## src/rtl/bcd_to_binary_seq.sv

```systemverilog
// ============================================================================
// Module   : bcd_to_binary_seq
// Purpose  : Iterative BCD-to-binary converter (reverse double-dabble), one
//            shift per clock, with start/done handshake, digit validation and
//            range-overflow detection. Optional macro BCD2BIN_SAT_EN selects
//            saturation (all ones) instead of zero on overflow.
// Revision : 1.0 - initial release
// ============================================================================
`default_nettype none

module bcd_to_binary_seq #(
  parameter int DIGITS = 3,
  parameter int BIN_W  = 8
) (
  input  logic                  clk,
  input  logic                  res,
  input  logic                  start,
  input  logic [4*DIGITS-1:0]   bcd_in,
  output logic [BIN_W-1:0]      bin_out,
  output logic                  busy,
  output logic                  done,
  output logic                  err,
  output logic                  ovf
);

  localparam int ACC_W = 4 * DIGITS;
  localparam int CMP_W = (ACC_W > BIN_W) ? ACC_W : BIN_W;
  localparam int CNT_W = $clog2(ACC_W);
  localparam logic [CNT_W-1:0] c_LAST = CNT_W'(ACC_W - 1);

  typedef enum logic [1:0] {
    S_IDLE  = 2'd0,
    S_CHECK = 2'd1,
    S_SHIFT = 2'd2,
    S_DONE  = 2'd3
  } state_t;

  state_t             r_state;
  state_t             w_state_nxt;

  logic [ACC_W-1:0]   r_bcd;
  logic [ACC_W-1:0]   r_acc;
  logic [CNT_W-1:0]   r_cnt;
  logic [BIN_W-1:0]   r_bin;
  logic               r_err;
  logic               r_ovf;

  logic [DIGITS-1:0]  w_bad;
  logic [2*ACC_W-1:0] w_shift;
  logic [ACC_W-1:0]   w_bcd_nxt;
  logic [ACC_W-1:0]   w_acc_nxt;
  logic [CMP_W-1:0]   w_acc_ext;
  logic               w_ovf;
  logic [BIN_W-1:0]   w_bin_res;
  logic               w_last;

  assign w_shift   = {r_bcd, r_acc} >> 1;
  assign w_acc_nxt = w_shift[ACC_W-1:0];

  // Per-digit validity check and post-shift correction (nibble >= 8 loses 3).
  for (genvar g = 0; g < DIGITS; g++) begin : g_nib
    logic [3:0] w_nib;
    assign w_bad[g]              = (r_bcd[4*g +: 4] > 4'd9);
    assign w_nib                 = w_shift[ACC_W + 4*g +: 4];
    assign w_bcd_nxt[4*g +: 4]   = (w_nib >= 4'd8) ? (w_nib - 4'd3) : w_nib;
  end

  assign w_acc_ext = CMP_W'(w_acc_nxt);
  assign w_ovf     = |(w_acc_ext >> BIN_W);
  assign w_last    = (r_cnt == c_LAST);

`ifdef BCD2BIN_SAT_EN
  assign w_bin_res = w_ovf ? {BIN_W{1'b1}} : w_acc_ext[BIN_W-1:0];
`else
  assign w_bin_res = w_ovf ? {BIN_W{1'b0}} : w_acc_ext[BIN_W-1:0];
`endif

  always_ff @(posedge clk or posedge res) begin
    if (res) begin
      r_state <= S_IDLE;
    end else begin
      r_state <= w_state_nxt;
    end
  end

  always_comb begin
    w_state_nxt = r_state;
    case (r_state)
      S_IDLE:  if (start) w_state_nxt = S_CHECK;
      S_CHECK: w_state_nxt = (|w_bad) ? S_DONE : S_SHIFT;
      S_SHIFT: if (w_last) w_state_nxt = S_DONE;
      S_DONE:  w_state_nxt = S_IDLE;
      default: w_state_nxt = S_IDLE;
    endcase
  end

  // bin_out is only rewritten when a conversion finishes, so it holds across IDLE.
  always_ff @(posedge clk or posedge res) begin
    if (res) begin
      r_bcd <= '0;
      r_acc <= '0;
      r_cnt <= '0;
      r_bin <= '0;
      r_err <= 1'b0;
      r_ovf <= 1'b0;
    end else begin
      case (r_state)
        S_IDLE: begin
          if (start) begin
            r_bcd <= bcd_in;
            r_acc <= '0;
            r_err <= 1'b0;
            r_ovf <= 1'b0;
          end
        end
        S_CHECK: begin
          r_cnt <= '0;
          if (|w_bad) begin
            r_err <= 1'b1;
            r_ovf <= 1'b0;
            r_bin <= '0;
          end
        end
        S_SHIFT: begin
          r_bcd <= w_bcd_nxt;
          r_acc <= w_acc_nxt;
          r_cnt <= r_cnt + CNT_W'(1);
          if (w_last) begin
            r_bin <= w_bin_res;
            r_ovf <= w_ovf;
          end
        end
        default: ;
      endcase
    end
  end

  assign bin_out = r_bin;
  assign err     = r_err;
  assign ovf     = r_ovf;
  assign busy    = (r_state == S_CHECK) || (r_state == S_SHIFT);
  assign done    = (r_state == S_DONE);

endmodule

`default_nettype wire

```

## config.mk

```make
export PLATFORM = sky130hd
export DESIGN_NAME = bcd_to_binary_seq
export DESIGN_NICKNAME = d
export VERILOG_FILES = /design/src/rtl/bcd_to_binary_seq.sv
export SDC_FILE = /design/constraint.sdc
export NUM_CORES = 1
export LEC_CHECK = 0
export CAP_MARGIN = 10
export CORE_MARGIN = 5
export CORE_UTILIZATION = 55
export CTS_BUF_LIST = sky130_fd_sc_hd__clkbuf_8 sky130_fd_sc_hd__clkbuf_16
export CTS_CLUSTER_SIZE = 20
export DETAILED_ROUTE_END_ITERATION = 10
export GPL_TIMING_DRIVEN = 0
export MAX_ROUTING_LAYER = met4
export PLACE_DENSITY = 0.83
export SLEW_MARGIN = 10
export SYNTH_ARGS = -nofsm -noshare
export SYNTH_HDL_FRONTEND = slang
export SYNTH_SLANG_ARGS = --single-unit
```

## constraint.sdc

```tcl
create_clock -name clk -period 1.75 [get_ports clk]
set_input_delay 0.175 -clock clk [delete_from_list [all_inputs] [get_ports clk]]
set_output_delay 0.175 -clock clk [all_outputs]
set_load 0.1 [all_outputs]
```

Yosys cells after proc, flatten, opt, wreduce, memory -nomap -nowiden
Cells that the tools add are included.
Widths: inputs -> output; s select.
{ "totals": {"input_bits": 15, "wordCells": 59, "out_inout_bits": 12, "regBits": 40} }
{ "op_classes": {"muxes": 22, "n_lt_le_gt_ge": 6, "eq_ne": 7, "reduce_logical": 13, "n_addsub": 4} }
{ "ops": {"columns": ["cell", "n"], "rows": [
  ["$pmux 12 s2", 2],
  ["$mux 12", 2],
  ["$mux 8", 3],
  ["$pmux 8 s2", 1],
  ["$gt 4x4->1 const B", 3],
  ["$mux 4", 3],
  ["$ge 4x4->1 const B", 2],
  ["$pmux 2 s4", 1],
  ["$pmux 4 s2", 1],
  ["$sub 4x2->4 const B", 2],
  ["$ne 2x2->1 const B", 3],
  ["$reduce_and 3->1", 2],
  ["$reduce_bool 2->1", 3],
  ["$mux 1", 5],
  ["$add 4x1->4 const B", 1],
  ["$eq 2x2->1 const B", 2],
  ["$eq 4x4->1 const B", 1],
  ["$ge 3x4->1 const B", 1],
  ["$mux 2", 2],
  ["$reduce_and 2->1", 2],
  ["$reduce_and 4->1", 1],
  ["$reduce_or 4->1", 1],
  ["$sub 3x2->4 const B", 1],
  ["$pmux 1 s3", 1],
  ["6 further kinds", 6]
]} }

Longest topological paths before layout
{ "depth": {"depth_word": 4, "ltp_mapped": 8, "ltp_nobuf": 6} }

Worst setup path after synthesis
No wires, ideal clock.
{ "synth_path": {"path_type": "register to register", "start": "register r_state[0]", "end": "register r_cnt[3]", "required_ps": 1686, "arrival_time_ps": 1899, "path_stages_with_launch": 7, "slack_ps": -212, "n_path_buf": 1, "setup_ps": 64, "period_less_slack_ps": 1962, "path_cell_list": "dfrtp_1 inv_1 ha_1 clkbuf_1 nand2_1 nor3_1 a21o_1"} }
{ "synth_via": {"elab_chain_cells": 2, "elab_cells_between_ends": 4, "classes_between": "eq/ne: 2; mux: 1; reduce/logical: 1"} }
{ "synth_lines": {"columns": ["element", "line", "source"], "rows": [
  ["from (decl)", "38", "state_t r_state;"],
  ["from (signal assigned)", "82", "r_state <= w_state_nxt;"],
  ["$eq 2x2->1 or $eq 2x1->1 (tied branches)", "107", "case (r_state)"],
  ["$pmux 4 s2 or $reduce_bool 2->1 (tied branches)", null, null],
  ["to (signal assigned)", "127", "r_cnt <= r_cnt + CNT_W'(1);"],
  ["to (decl)", "43", "logic [CNT_W-1:0] r_cnt;"]
]} }
Parallel ways exist; a longest one is shown, timed or not.
A chain may end at the register's enable or synchronous reset.

Worst setup path after layout
{ "layout_path": {"start": "register r_err, in the netlist err", "end": "output port err"} }
{ "layout_rtl": {"columns": ["element", "line", "source"], "rows": [
  ["from (decl)", "45", "logic r_err;"],
  ["from (signal assigned)", "104", "r_err <= 1'b0;"],
  ["from (signal assigned)", "112", "r_err <= 1'b0;"],
  ["from (signal assigned)", "119", "r_err <= 1'b1;"],
  ["to (decl)", "22", "output logic err,"]
]} }
No word-level cell between the ends.

==> out/results.ini <==
[detailed_routing]
via_per_inst = 5.61
wirelength_mm = 4.58
drc_errors = 0
wl_per_cell_um = 15.3
vias = 1683
drt-initial-drc-count = 144
ant_nets = 0
drtPass1Iterations = 4

[layout]
area_growth_pct = 22.3
nNetsFinal = 275
final_layout_size_suffix_gt1_share_pct = 11.9
final_area_mm2 = 0.00257
instances_no_fill = 300
n_antenna_cell = 0
final_util_pct = 69.7

[timing]
finClkSkew_ns = 0.0102
rsz0062_at_grt = yes
fin_crit_sh_pct = 96.7
hold_violations = 0
timing.fmax_mhz = 591
setup_viol = 0
slew_viol_final = 0
hold-worst-slack_ns = 0.340
post-route-min-period_ns = 1.69
slew_headroom_pct = 36.0
worst_pin_slew_ns = 0.964

[power]
vdd_drop_max_v = 0.00225
leakagePower_nw = 1.18
powerDensity_mw_per_mm2 = 1840
report.power.total_mw = 4.72

[clocking]
htree_num_levels = 2
cts_tree = yes
clock_tree.root_cell = clkbuf_8
cts_made_buffers = 5
clk_latency_ns = 0.30
clk_path_buf_depth = 2
path_clk_slew_ns = 0.08
cts.sinks = 39
hold_buffers = 0

[die]
dieWidth_um = 71.8
pin_count = 27
die_area_mm2 = 0.00516
core-area_mm2 = 0.00369
rows = 22
start_util_pct = 57.0
fp.dieH_um = 71.8

[yosys]
synth_adder_area_share_pct = 5.35
synth.yosys.seq_area_share_pct = 46.4
synth-xor-area-share_pct = 1.67
async_flop_share_pct = 100
syn_nets = 241
yosysTopAreaCell = dfrtp_1
synth_warnings = 0
syn_avg_cell_area_um2 = 9.69
synthTopCellsByCount = 39 x dfrtp_1, 23 x nand2_1, 22 x nor2_1, 21 x o21ai_0, 13 x inv_1
synth_edf_count = 0
synth_top_area_share_pct = 46.4
yosysMostFrequentCell = dfrtp_1
syn_inst = 217
synth_compound_area_share_pct = 17.9
synth_top_family_by_area = compound AO/OA/AOI/OAI gates
synth_seq_cells = 39
mappedNetlistArea_mm2 = 0.00210
synth.area.top_cells = dfrtp_1 46%, ha_1 5.4%, mux2i_1 5.2%
ys.flop_type = dfrtp_1
yosys.area_share.simple_pct = 14.0
synthMuxAreaShare_pct = 9.52
ys_types = 34

[global_route]
grt_pass1_wl_mm = 7.63
grt-ovfl-total = 0
grt_max_degree = 40
grt_pass1_vias = 1648
antenna_found_initial = 0
grt.total_usage_pct = 19.6

[critical_path]
setup.worst_path.class = reg2out
cp_slowest_cell = dlygate4sd2_1
cp-end-kind = output pin
rrSetupSlack_ns = 0.08
r2r-end = r_bcd[8]
path_delay_family = buffers and inverters
cp_data_arrival_time_ns = 1.52
worstPathBufferInverterCount = 1
rr_startpoint = r_state[0]
worstPathRequired_ns = 1.57
crit_path_max_fanout = 3
r2r_cells = 7
slowest_delay_ns = 0.87
crit_chain = dlygate4sd2_1
cp-start-kind = flop

[placed_design]
dp_cells = 291
dp_hpwl_mm = 3.02
port_buffers = 26
place_congestion = 0.796
dpl_cell_area_mm2 = 0.00243

[run_status]
outcome = complete, no violations

[hold_path]
hp-class = in2async

[flow_run]
maxCapViolCount = 0

[timing repair]
item	4_1_cts	5_1_grt
setup endpoints to repair	13	26
buffers inserted	0	1
pin swaps	0	1
resized for setup	19	11
[per-layer routing]
metal	up-vias	wire length [µm]	track usage [%]
met2	43	2210	29.8
met3	5	226	5.33
li1	828	-	-
met1	807	2090	25.7
met4	0	55	5.64
met5	-	0	-
[per-stage QoR]
stage | setup WS [ns] | setup TNS [ns]
floorplan | 0.0137 | 0
global placement | -0.345 | -5.69
detailed placement | -0.351 | -0.486
CTS | 0.0393 | 0
global route | -0.00950 | -0.0138
finish | 0.0571 | 0
[placed cells by master (no fill, tap or decap), types with 3 or more instances in the layout]
cell type,instances
nor2b_1,5
clkbuf_4,3
nand3_1,4
inv_1,12
o21ai_0,19
dlygate4sd2_1,10
mux2i_1,11
ha_1,8
a22oi_1,12
dfrtp_1,39
nand2_1,23
buf_4,3
buf_2,4
clkbuf_8,6
a21oi_1,5
o2bb2ai_1,3
xnor2_1,4
a32o_1,3
a21o_1,3
nor2_1,22
clkdlybuf4s50_1,14
mux2_1,8
[cell type report]
cell class	count	area, µm²
Clock inverter	2	35.0
Sequential cell	39	976
Multi-Input combinational cell	154	1050
Buffer	11	68.8
Clock buffer	6	82.6
Timing Repair Buffer	27	254
Tap cell	48	60.1
Inverter	13	48.8
Fill cell	291	1120
[registers in the layout (all words and copies together) (netlist names)]
register,cells
bin_out,8
err,1
ovf,1
r_acc,11
r_bcd,12
r_cnt,4
r_state,2
[worst max-delay path by stage]
stage	startpoint	endpoint	cells after the start	slack [ns]
after global placement	r_state[0]	busy	3	-0.34
final	err	err	1	0.06
after global routing	r_state[1]	ovf	7	-0.009
after floorplan	r_state[0]	r_cnt[3]	6	0.01
after CTS	r_state[0]	bin_out[5]	6	0.04
after detailed placement	r_state[0]	busy	3	-0.35
[cells by family after synthesis]
kind of cell | Yosys count
and+or+nand+nor | 65
AOI/OAI and AO/OA | 57
DFF | 39
buffers and inverters | 24
muxes | 19
adders and majority gates | 9
xor gates and xnor gates | 4
[where the power goes]
group / internal (mW) / switching [mW] / total [mW]
logic: 0.887 / 1.59 / 2.48
registers: 1.18 / 0.283 / 1.46
clock network: 0.461 / 0.318 / 0.779
total: 2.53 / 2.19 / 4.72
No activity file was read; power rests on OpenSTA's default activity.
